==> src/rtl/fetch_unit.sv <==
// HACK CPU instruction fetch: steers the program counter, reads the synchronous ROM and
// queues fetched words for decode, with a credit scheme so an in-flight read always has a slot.
module fetch_unit #(
    parameter int WIDTH  = 16,
    parameter int DEPTH  = 2,
    parameter int ROM_AW = 15
) (
    input  logic              clk,
    input  logic              reset,
    input  logic [WIDTH-1:0]  pc,
    output logic              pc_load,
    output logic              pc_inc,
    output logic [WIDTH-1:0]  pc_data,
    output logic              rom_en,
    output logic [ROM_AW-1:0] rom_addr,
    input  logic [WIDTH-1:0]  rom_data,
    input  logic              jump_valid,
    input  logic [WIDTH-1:0]  jump_target,
    output logic              instr_valid,
    input  logic              instr_ready,
    output logic [WIDTH-1:0]  instr,
    output logic [WIDTH-1:0]  instr_pc
);

    localparam int PW  = (DEPTH > 1) ? $clog2(DEPTH) : 1;
    localparam int CW  = $clog2(DEPTH + 1);
    localparam int CW1 = CW + 1;

    logic [WIDTH-1:0] buf_instr [DEPTH];
    logic [WIDTH-1:0] buf_pc    [DEPTH];
    logic [PW-1:0]    rd_ptr;
    logic [PW-1:0]    wr_ptr;
    logic [CW-1:0]    occ;
    logic             inflight;
    logic [WIDTH-1:0] inflight_pc;

    logic             buf_empty;
    logic             active;
    logic             pop;
    logic             pop_buf;
    logic             push;
    logic             issue;
    logic [CW:0]      committed;

    // An empty buffer presents the arriving ROM word directly, giving one-cycle fetch latency;
    // committed counts stored plus in-flight words still owed a slot after this cycle's pop.
    always_comb begin
        buf_empty   = (occ == '0);
        active      = !reset && !jump_valid;
        instr_valid = active && (!buf_empty || inflight);
        pop         = instr_valid && instr_ready;
        pop_buf     = pop && !buf_empty;
        push        = active && inflight && !(pop && buf_empty);
        committed   = {1'b0, occ} + CW1'(inflight) - CW1'(pop);
        issue       = active && (committed < CW1'(DEPTH));
    end

    always_comb begin
        pc_load  = jump_valid && !reset;
        pc_data  = jump_target;
        pc_inc   = issue;
        rom_en   = issue;
        rom_addr = pc[ROM_AW-1:0];
        instr    = '0;
        instr_pc = '0;
        if (instr_valid) begin
            if (buf_empty) begin
                instr    = rom_data;
                instr_pc = inflight_pc;
            end else begin
                instr    = buf_instr[rd_ptr];
                instr_pc = buf_pc[rd_ptr];
            end
        end
    end

    // A jump discards both the queue and the word returning this cycle.
    always_ff @(posedge clk) begin
        if (reset) begin
            occ         <= '0;
            rd_ptr      <= '0;
            wr_ptr      <= '0;
            inflight    <= 1'b0;
            inflight_pc <= '0;
        end else if (jump_valid) begin
            occ      <= '0;
            rd_ptr   <= '0;
            wr_ptr   <= '0;
            inflight <= 1'b0;
        end else begin
            inflight <= issue;
            if (issue) begin
                inflight_pc <= pc;
            end
            if (push) begin
                wr_ptr <= wr_ptr + PW'(1);
            end
            if (pop_buf) begin
                rd_ptr <= rd_ptr + PW'(1);
            end
            occ <= occ + CW'(push) - CW'(pop_buf);
        end
    end

    always_ff @(posedge clk) begin
        if (push) begin
            buf_instr[wr_ptr] <= rom_data;
            buf_pc[wr_ptr]    <= inflight_pc;
        end
    end

endmodule

==> config.mk <==
export PLATFORM = sky130hd
export DESIGN_NAME = fetch_unit
export DESIGN_NICKNAME = d
export VERILOG_FILES = /design/src/rtl/fetch_unit.sv
export SDC_FILE = /design/constraint.sdc
export NUM_CORES = 1
export LEC_CHECK = 0
export BUFFER_PORTS_ARGS = -buffer_cell sky130_fd_sc_hd__buf_2
export CORE_MARGIN = 4
export CORE_UTILIZATION = 24
export DETAILED_ROUTE_END_ITERATION = 12
export REMOVE_ABC_BUFFERS = 1
export SYNTH_ARGS = -nofsm -noshare
export SYNTH_HDL_FRONTEND = slang
export SYNTH_SLANG_ARGS = --single-unit
==> constraint.sdc <==
create_clock -name clk -period 3.7 [get_ports clk]
set_input_delay 0.74 -clock clk [delete_from_list [all_inputs] [get_ports clk]]
set_output_delay 0.74 -clock clk [all_outputs]
set_load 0.05 [all_outputs]
Word-level counts from Yosys, hierarchy flattened
Memories as Yosys holds them, arrays and structs flattened. A register that Yosys moved wholly into a read port is not among the register bits.
Cells that the tools add are included.
{"block": "op_classes", "n_addsub": 6, "multipliers": 0, "n_div": 0, "order_cmp": 1, "n_eq_ne": 0, "shifts": 0, "muxes": 10, "bitwise": 1, "n_reduce_logical": 17}
{"op": "$mux 16", "n": 4}
{"op": "$logic_and 1x1->1", "n": 9}
{"op": "$mux 1", "n": 6}
{"op": "$logic_not 1->1", "n": 4}
{"op": "$add 2x1->3", "n": 1}
{"op": "$lt 3x2->1 const B", "n": 1}
{"op": "$sub 3x1->3", "n": 1}
{"op": "$add 1x1->1 const B", "n": 2}
{"op": "$add 2x1->2", "n": 1}
{"op": "$logic_not 2->1", "n": 1}
{"op": "$reduce_and 2->1", "n": 1}
{"op": "$reduce_or 2->1", "n": 1}
{"op": "$sub 2x1->2", "n": 1}
{"op": "$logic_or 1x1->1", "n": 1}
{"op": "$not 1->1", "n": 1}
{"block": "totals", "regBits": 21, "latch_bits": 0, "ram_bits": 64, "romBits": 0, "in_bits": 52, "wordCells": 42, "n_memories": 2}
{"name": "buf_instr", "words": 2, "width": 16, "read_ports": 1, "rd_clocked_by_memory_dff": 1, "wr": 1, "line_no": "29", "rtl": "logic [WIDTH-1:0] buf_instr [DEPTH];"}
{"name": "buf_pc", "words": 2, "width": 16, "read_ports": 1, "rd_clocked_by_memory_dff": 1, "wr": 1, "line_no": "30", "rtl": "logic [WIDTH-1:0] buf_pc [DEPTH];"}

Depth between registers and ports, before layout
Gate-level depths: netlist of run 1.
{"block": "depth", "depth_word": 10, "depth_mapped": 14, "ltp_nobuf": 9}

Worst setup path before layout of run 1
OpenSTA, ideal clock, no wires.
{"block": "synth_path", "path_kind": "input-to-output", "from": "input port jump_valid", "to": "output port rom_en", "arrival_time_ns": 3.186, "required_ns": 2.960, "setup_slack_ns": -0.226, "path_stages": 13, "path_cell_list": "buf_4 -> nor2_2 -> o21ai_4 -> buf_6 -> nor2_1 -> ha_1 -> nand2b_1 -> fa_1 -> xnor2_4 -> and3_1 -> buf_2 -> buf_6 -> buf_4"}
{"block": "synth_between", "elab_chain_len": 7}
{"item": "start: declaration", "line_no": "17", "rtl": "input logic jump_valid,"}
{"item": "$logic_not 1->1 (*)", "line_no": "49", "rtl": "active = !reset && !jump_valid;"}
{"item": "$logic_and 1x1->1 (*)", "line_no": "49"}
{"item": "$logic_and 1x1->1", "line_no": "50", "rtl": "instr_valid = active && (!buf_empty || inflight);"}
{"item": "$logic_and 1x1->1", "line_no": "51", "rtl": "pop = instr_valid && instr_ready;"}
{"item": "$sub 3x1->3", "line_no": "54", "rtl": "committed = {1'b0, occ} + CW1'(inflight) - CW1'(pop);"}
{"item": "$lt 3x2->1", "line_no": "55", "rtl": "issue = active && (committed < CW1'(DEPTH));"}
{"item": "$logic_and 1x1->1 (*)", "line_no": "55"}
{"item": "end: declaration", "line_no": "14", "rtl": "output logic rom_en,"}
Every way passes the cells marked *; elsewhere a longest branch is shown, timed or not.

Worst setup path in the final report of run 1
{"block": "layout_path", "from": "register occ[0]", "to": "output port pc_inc"}
{"block": "layout_between", "elab_chain_len": 8}
{"item": "start: declaration", "line_no": "33", "rtl": "logic [CW-1:0] occ;"}
{"item": "start signal: assignment", "line_no": "101", "rtl": "occ <= occ + CW'(push) - CW'(pop_buf);"}
{"item": "$logic_not 2->1", "line_no": "48", "rtl": "buf_empty = (occ == '0);"}
{"item": "$logic_not 1->1", "line_no": "50"}
{"item": "$logic_or 1x1->1", "line_no": "50"}
{"item": "$logic_and 1x1->1", "line_no": "50"}
{"item": "$logic_and 1x1->1", "line_no": "51"}
{"item": "$sub 3x1->3 (*)", "line_no": "54"}
{"item": "$lt 3x2->1 (*)", "line_no": "55"}
{"item": "$logic_and 1x1->1 (*)", "line_no": "55"}
{"item": "end: declaration", "line_no": "12", "rtl": "output logic pc_inc,"}
Marked as above.

==> flow_summary.ini, run 1 <==
[sta]
maxSlewHeadroom_pct = 61.5
min_period_over_period_pct = 93.5
fmax_ghz = 0.289
setup_ws_ns = 0.241
tightestPinTransition_ns = 0.578
final.setup.tns_ns = 0
timing_hold_violations_final = 0
fin_skew_ns = 0.00859
rsz0062_at_grt = no
final-max-slew-violation-count = 0
setup_viol_count_final = 0
hold_ws_ns = 0.483
period_needed_ns = 3.46

[placed_design]
portBuffers = 86
pre_cts_slack_ns = 0.308
dp_hpwl_um = 6370
gp_routability_congestion = 0.713
dpl_cell_area_um2 = 4530
dp_cells = 604

[detailed_routing]
top_layer_used = met4
vias = 2658
drt_iter0_drc = 125
postRouteAntennaNets = 0
first_pass_iters = 4
wl_met1_um = 4370
drt-vias-per-instance = 4.29
wl_met3_um = 626
wl_met2_um = 4600
avgRoutedWirePerCell_um = 15.6
drc_errors = 0
wirelength_um = 9660

[setup_path]
worst_path_dominant_cell_family = simple AND/OR/NAND/NOR gates
crit_path_end_kind = output pin
cp-start-kind = flip-flop
cp_slowest_stage_delay_ns = 0.45
cp.depth = 9
cp.required_ns = 2.96
cp_max_fo = 6
r2r-start = occ[0]
crit_path_start = occ[0]
critPathKind = reg2out
worst_r2r_path_depth = 10
r2r_slack_ns = 1.10
cp_slowest_cell = fa_1
r2r_end = inflight_pc[12]
crit_arrival_ns = 2.72
endpoint = pc_inc
crit_chain = or2_2 -> o21ai_4 -> nor2_1 -> ha_1 -> nand2b_1 -> fa_1 -> xnor2_4 -> and3_1 -> buf_2
crit_buf_inv = 1

[cts]
cts.clk_slew.worst_paths_ns = 0.06
postCtsSetupRepairBufs = 0
cts_resized = 0
cts_buffer_depth = 2
clk_latency_ns = 0.33
cts-root-buf = clkbuf_16
clock-sinks = 86
ctsHtreeMaxLevel = 3
cts_buffers = 9
hold_buffers = 0
tritoncts = built

[layout]
areaGrowthSynthToFinish_pct = 18.6
final_cell_mix = buf_2 (86), edfxtp_1 (64), nand3_1 (36)
antenna_cells = 0
nFillCells = 1707
drive_gt1_share_pct = 36.0
multi_input_area_um2 = 1340
register_area_um2 = 2360
fin_nets = 451
final-instance-count-excl-fill = 620
final_common_cell = buf_2
post-route-util_pct = 29.1
fin_area_um2 = 4850

[power]
p_comb_share_pct = 7.9
p_total_mw = 2.17
internal_power_mw = 1.69
swShare_pct = 22.1
switchingPower_uw = 481
ir_drop_mv = 0.213
p_leak_nw = 1.77
seq_power_share_pct = 49.3
cellPowerDensity_nw_per_um2 = 448
clkPwrFrac_pct = 42.8

[grt]
grt_pass1_wl_um = 15100
grt_pass1_vias = 2682
grt_use_total_pct = 10.0
antenna_found_initial = 0
grt_start_max_net_pins = 46
grt.overflow.total = 0

[logic_synthesis]
yosys.area_share.xor_xnor_pct = 1.32
synth_top_area_share_pct = 47.0
syn_area_um2 = 4090
ys_seq_elements = 86
synth_simple_gate_area_share_pct = 12.3
ys_types = 32
synth.area.top_cells = edfxtp_1 (47%), dfxtp_1 (11%), buf_4 (6.6%), mux2_2 (5.2%), nand3_1 (4.4%)
synth_top_family_by_area = simple AND/OR/NAND/NOR gates
synth_compound_area_share_pct = 8.84
yosysWarningCount = 0
syn_avg_cell_area_um2 = 12.1
ys_seq_area_share_pct = 57.8
syn_inst = 339
synth_mux_area_share_pct = 8.41
synth_top_area_cell = edfxtp_1
synth_adder_area_share_pct = 1.41

[floorplan]
io_pins = 119
core-area_um2 = 16600
dieArea_um2 = 19200
floorplan.initialDensity_pct = 24.6
die_x_um = 139
fp.dieH_um = 139
rows = 47

[job]
drv_cap = 0

[min_path]
min_path_type = reg2reg

[run_status]
status = completed
Yosys cell counts:
library cell,number
clkbuf_1,7
nand2b_1,17
fa_1,1
buf_6,5
a2111o_1,1
ha_1,3
o21ai_0,17
mux2i_1,13
xor2_1,2
nor2b_1,1
nor3b_2,1
nor3_1,4
a21boi_0,19
and3_1,2
o21ai_4,1
dfxtp_1,22
xnor2_4,1
inv_1,5
or2_2,1
nor2_1,16
and2_1,1
buf_2,7
buf_4,36
nand2_1,19
xnor2_1,1
mux2_2,19
o21ai_2,1
nand3_1,36
a211oi_1,13
edfxtp_1,64
or3b_1,1
nor2_2,2
cell type report:
class / instances / share of cell area (%)
sequential: 86 / 48.7
multi-input combinational: 193 / 27.5
timing repair buffer: 100 / 11.0
tap: 220 / 5.68
clock buffer: 12 / 5.52
clock inverter: 4 / 1.08
inverter: 5 / 0.387
cell families after synthesis:
kind of cell,after synthesis
and+or+nand+nor,101
DFF,86
buffers and inverters,60
AOI/OAI and AO/OA,52
muxes,32
xor gates and xnor gates,4
adders and majority gates,4
sequential cells by signal (all words and copies together), names as in the netlist, named ones only:
register	flops
buf_instr	32
inflight	1
buf_pc	32
rd_ptr	1
occ	2
wr_ptr	1
inflight_pc	16
power groups by stage:
stage / clock network [mW] / registers, mW / logic, mW
floorplan: 0 / 1.09 / 0.0693
global placement: 0 / 1.09 / 0.170
detailed placement: 0 / 1.09 / 0.173
CTS: 0.957 / 1.07 / 0.174
global route: 0.998 / 1.07 / 0.185
finish: 0.930 / 1.07 / 0.171
worst register-to-register path, cell delays in order (launching register included):
cell and delay, ns:
dfxtp_1 0.36, or2_2 0.33, o21ai_4 0.14, nor2_1 0.06, ha_1 0.25, nand2b_1 0.15
fa_1 0.45, xnor2_4 0.15, and3_1 0.21, buf_4 0.23, o21ai_0 0.13
routing by layer:
metal,vias to the layer above,global-route usage (%)
li1,1297,-
met1,1257,12.5
met2,95,16.5
met3,9,4.25
met4,0,1.40
met5,-,0
worst min-delay path by stage:
stage                     from       endpoint  depth (start not counted)
6_report       inflight_pc[10]  buf_pc[1][10]                          0
5_1_grt         inflight_pc[4]   buf_pc[0][4]                          0
4_1_cts        inflight_pc[10]  buf_pc[1][10]                          0
3_5_place_dp   inflight_pc[10]  buf_pc[1][10]                          0
3_3_place_gp    inflight_pc[4]   buf_pc[0][4]                          0
2_1_floorplan   inflight_pc[0]   buf_pc[0][0]                          0
(Power assumes the default switching activity.)
==> inputs of run 2 (changes only) <==
==> constraint.sdc (replaced) <==
create_clock -name clk -period 3.3 [get_ports clk]
set_input_delay 0.66 -clock clk [delete_from_list [all_inputs] [get_ports clk]]
set_output_delay 0.66 -clock clk [all_outputs]
set_load 0.05 [all_outputs]
==> flow_summary.ini, run 2 (synthesis results as in run 1) <==
[sta]
final-max-slew-violation-count = 0
setup_ws_ns = 0.106
maxSlewHeadroom_pct = 60.4
timing_hold_violations_final = 0
hold_ws_ns = 0.482
setup_viol_count_final = 0
final.setup.tns_ns = 0
fmax_ghz = 0.313
tightestPinTransition_ns = 0.594
period_needed_ns = 3.19
min_period_over_period_pct = 96.8
fin_skew_ns = 0.00795
rsz0062_at_grt = no

[floorplan]
io_pins = 119
core-area_um2 = 16600
rows = 47
floorplan.initialDensity_pct = 24.6
fp.dieH_um = 139
dieArea_um2 = 19200
die_x_um = 139

[detailed_routing]
postRouteAntennaNets = 0
drt-vias-per-instance = 4.32
drt_iter0_drc = 203
wirelength_um = 9800
avgRoutedWirePerCell_um = 15.8
drc_errors = 0
first_pass_iters = 4
vias = 2686

[power]
p_comb_share_pct = 8.4
internal_power_mw = 1.76
seq_power_share_pct = 51.3
p_total_mw = 2.34
ir_drop_mv = 0.234
switchingPower_uw = 575
clkPwrFrac_pct = 40.3
swShare_pct = 24.6
cellPowerDensity_nw_per_um2 = 480
p_leak_nw = 1.76

[cts]
cts_buffers = 9
hold_buffers = 0
postCtsSetupRepairBufs = 0
cts-root-buf = clkbuf_16
tritoncts = built
ctsHtreeMaxLevel = 3
cts.clk_slew.worst_paths_ns = 0.07
clock-sinks = 86
clk_latency_ns = 0.33
cts_resized = 3
cts_buffer_depth = 2

[layout]
fin_nets = 453
antenna_cells = 0
drive_gt1_share_pct = 37.1
final_common_cell = buf_2
areaGrowthSynthToFinish_pct = 19.1
largest_registers = buf_instr: 32 flops, buf_pc: 32 flops, inflight_pc: 16 flops
final_cell_mix = buf_2 (84), edfxtp_1 (64), nand3_1 (36)

[setup_path]
crit_arrival_ns = 2.53
cp_slowest_cell = fa_2
crit_buf_inv = 1
cp-start-kind = flip-flop
cp_slowest_stage_delay_ns = 0.39
crit_chain = or2_2 -> o21ai_4 -> nor2_1 -> ha_1 -> nand2b_1 -> fa_2 -> xnor2_4 -> and3_4 -> buf_6
crit_path_end_kind = output pin
cp_max_fo = 3
cp.required_ns = 2.64
worst_path_dominant_cell_family = simple AND/OR/NAND/NOR gates
critPathKind = reg2out

[placed_design]
dp_hpwl_um = 6520
gp_routability_congestion = 0.707
portBuffers = 86
pre_cts_slack_ns = -0.0188

[grt]
grt.overflow.total = 0
antenna_found_initial = 0
grt_pass1_vias = 2736
grt_start_max_net_pins = 46
grt_use_total_pct = 10.1
grt_pass1_wl_um = 15300

[run_status]
status = completed

[job]
drv_cap = 0

[min_path]
min_path_type = reg2reg
## run 2: metal layers
metal | vias to the layer above | GRT usage, % | wire (um)
met4 | 0 | 2.18 | 57
met2 | 130 | 16.1 | 4710
met5 | - | 0 | 0
li1 | 1298 | - | -
met3 | 6 | 4.59 | 934
met1 | 1252 | 12.8 | 4100
## run 2: layout make-up
class / instances / area (um^2)
clock buffers: 9 / 225
clock inverters: 7 / 56.3
fillers: 1728 / 11800
inverters: 5 / 18.8
multi-input cells: 193 / 1340
flip-flops and latches: 86 / 2360
well taps: 220 / 275
repair buffers: 102 / 588
## run 2: worst register-to-register path, delay by kind of cell, from the launching register on
kind	cells	cell delay, ns
fa+ha+maj	2	0.66
xor+xnor	1	0.17
buf+inv	1	0.22
flops	1	0.31
simple gates	4	0.77
compound gates	2	0.27
## run 2: power groups by stage
stage                     Combinational (mW)  Clock [mW]  Sequential [mW]
after floorplan                       0.0777           0             1.22
after global placement                 0.192           0             1.22
after detailed placement               0.197           0             1.22
after CTS                              0.198       0.966             1.20
after global routing                   0.214        1.02             1.20
final                                  0.198       0.942             1.20
## run 2: worst paths after layout
check	startpoint	to	slack, ns	depth (start not counted)
worst max-delay path	occ[1]	pc_inc	0.11	9
worst min-delay path	inflight_pc[13]	buf_pc[0][13]	0.48	0
worst max register to register	occ[1]	inflight_pc[12]	0.79	10
worst min register to register	inflight_pc[13]	buf_pc[0][13]	0.48	0
## run 2: stage by stage
| stage | utilization (%) | cell area (um^2) | std cells |
|---|---|---|---|
| 5_1_grt | 29.3 | 4870 | 622 |
| 6_report | 29.3 | 4870 | 622 |
| 3_5_place_dp | 27.4 | 4570 | 606 |
| 2_1_floorplan | - | 3700 | 284 |
| 3_3_place_gp | 27.4 | 4570 | 606 |
| 4_1_cts | 29.2 | 4860 | 622 |
==> inputs of run 3 (changes only) <==
==> constraint.sdc (replaced) <==
create_clock -name clk -period 2.95 [get_ports clk]
set_input_delay 0.59 -clock clk [delete_from_list [all_inputs] [get_ports clk]]
set_output_delay 0.59 -clock clk [all_outputs]
set_load 0.05 [all_outputs]
==> flow_summary.ini, run 3 (synthesis results as in run 1) <==
[placed_design]
gp_routability_congestion = 0.704
portBuffers = 86
dp_hpwl_um = 6560
dp_cells = 607

[floorplan]
core-area_um2 = 16600
fp.dieH_um = 139
die_x_um = 139
dieArea_um2 = 19200
floorplan.initialDensity_pct = 24.6
rows = 47
io_pins = 119

[layout]
final_common_cell = buf_2
areaGrowthSynthToFinish_pct = 20.9
nFillCells = 1686
antenna_cells = 0
largest_registers = buf_instr: 32 flops, buf_pc: 32 flops, inflight_pc: 16 flops
final-instance-count-excl-fill = 627
fin_nets = 458
final_cell_mix = buf_2 (83), edfxtp_1 (64), nand3_1 (36)
drive_gt1_share_pct = 37.3

[power]
p_leak_nw = 1.80
cellPowerDensity_nw_per_um2 = 533
p_total_mw = 2.63
ir_drop_mv = 0.278

[detailed_routing]
avgRoutedWirePerCell_um = 16.0
drt_iter0_drc = 129
drc_errors = 0
drt-vias-per-instance = 4.37
vias = 2743
wirelength_um = 10000
first_pass_iters = 4
postRouteAntennaNets = 0

[sta]
tightestPinTransition_ns = 0.499
maxSlewHeadroom_pct = 66.7
fmax_ghz = 0.333
final.setup.tns_ns = -0.106
fin_skew_ns = 0.00916
hold_ws_ns = 0.466
timing_hold_violations_final = 0
period_needed_ns = 3.00
rsz0062_at_grt = yes
min_period_over_period_pct = 102
final-max-slew-violation-count = 0
setup_ws_ns = -0.0531
setup_viol_count_final = 2

[grt]
use_met3_pct = 3.83
grt_pass1_wl_um = 15300
met2_usage_pct = 16.7
grt_most_used_layer = met2
grt_start_max_net_pins = 46
grt.overflow.total = 0
antenna_found_initial = 0
grt_pass1_vias = 2763
use_met1_pct = 13.0
grt_use_total_pct = 10.2

[setup_path]
cp_slowest_stage_delay_ns = 0.38
crit_chain = or2_4 -> o21ai_4 -> nor2_2 -> ha_1 -> nand2b_4 -> fa_2 -> xnor2_4 -> and3_4 -> buf_8
crit_arrival_ns = 2.41
critPathKind = reg2out
cp-start-kind = flip-flop
cp_max_fo = 3
cp.required_ns = 2.36
crit_path_end_kind = output pin
crit_buf_inv = 1
cp_slowest_cell = fa_2
worst_path_dominant_cell_family = simple AND/OR/NAND/NOR gates

[cts]
cts-root-buf = clkbuf_16
cts_buffers = 9
hold_buffers = 0
ctsHtreeMaxLevel = 3
cts_buffer_depth = 2
cts.clk_slew.worst_paths_ns = 0.06
clock-sinks = 86
tritoncts = built
clk_latency_ns = 0.33

[run_status]
violations = negative setup slack
status = finished with violations

[min_path]
min_path_type = in2reg

[job]
drv_cap = 0
## run 3: cell types whose count changed in the layout (fill, tap and decap cells not counted), sizes merged
cell | previous run | this run
clkbuf | 9 | 16
buf | 102 | 107
clkinvlp | 3 | 0
inv | 8 | 5
clkinv | 1 | 0
## run 3: per-layer routing
layer	vias up	part of all wire [%]
met5	-	0
met4	0	1.1
met3	10	7.4
met2	112	48
met1	1313	44
li1	1308	-
## run 3: worst paths after layout
check / slack [ns] / depth (start not counted) / start / endpoint
setup / recovery: -0.05 / 9 / occ[1] / rom_en
hold / removal: 0.47 / 1 / rom_data[9] / buf_instr[0][9]
setup reg to reg: 0.51 / 11 / occ[1] / inflight_pc[13]
hold reg to reg: 0.48 / 0 / inflight_pc[10] / buf_pc[1][10]
## run 3: final cells by class
cell class	instances	area [um^2]	share of cell area (%)
tap	220	275	5.57
inverter	5	18.8	0.380
timing repair buffer	107	648	13.1
multi-input combinational	193	1360	27.4
sequential	86	2360	47.8
clock buffer	16	283	5.72
## run 3: what timing repair did
action,4_1_cts,5_1_grt
pin swaps,2,1
setup buffers,3,1
resized for setup,12,1
setup endpoints to repair,2,2
## run 3: power by group
| group | switching (mW) | internal, mW | total, mW | leakage (nW) |
|---|---|---|---|---|
| Sequential | 0.0186 | 1.32 | 1.34 | 0.775 |
| Clock | 0.418 | 0.647 | 1.06 | 0.136 |
| Combinational | 0.152 | 0.0739 | 0.226 | 0.884 |
| Total | 0.589 | 2.05 | 2.63 | 1.80 |
## run 3: through the flow
stage / setup WS, ns / utilization [%] / cell area (um^2)
finish: -0.0531 / 29.7 / 4940
global route: -0.124 / 29.7 / 4940
global placement: -0.130 / 27.6 / 4590
floorplan: -1.29 / - / 3700
CTS: -0.0770 / 29.7 / 4930
detailed placement: -0.180 / 27.6 / 4590
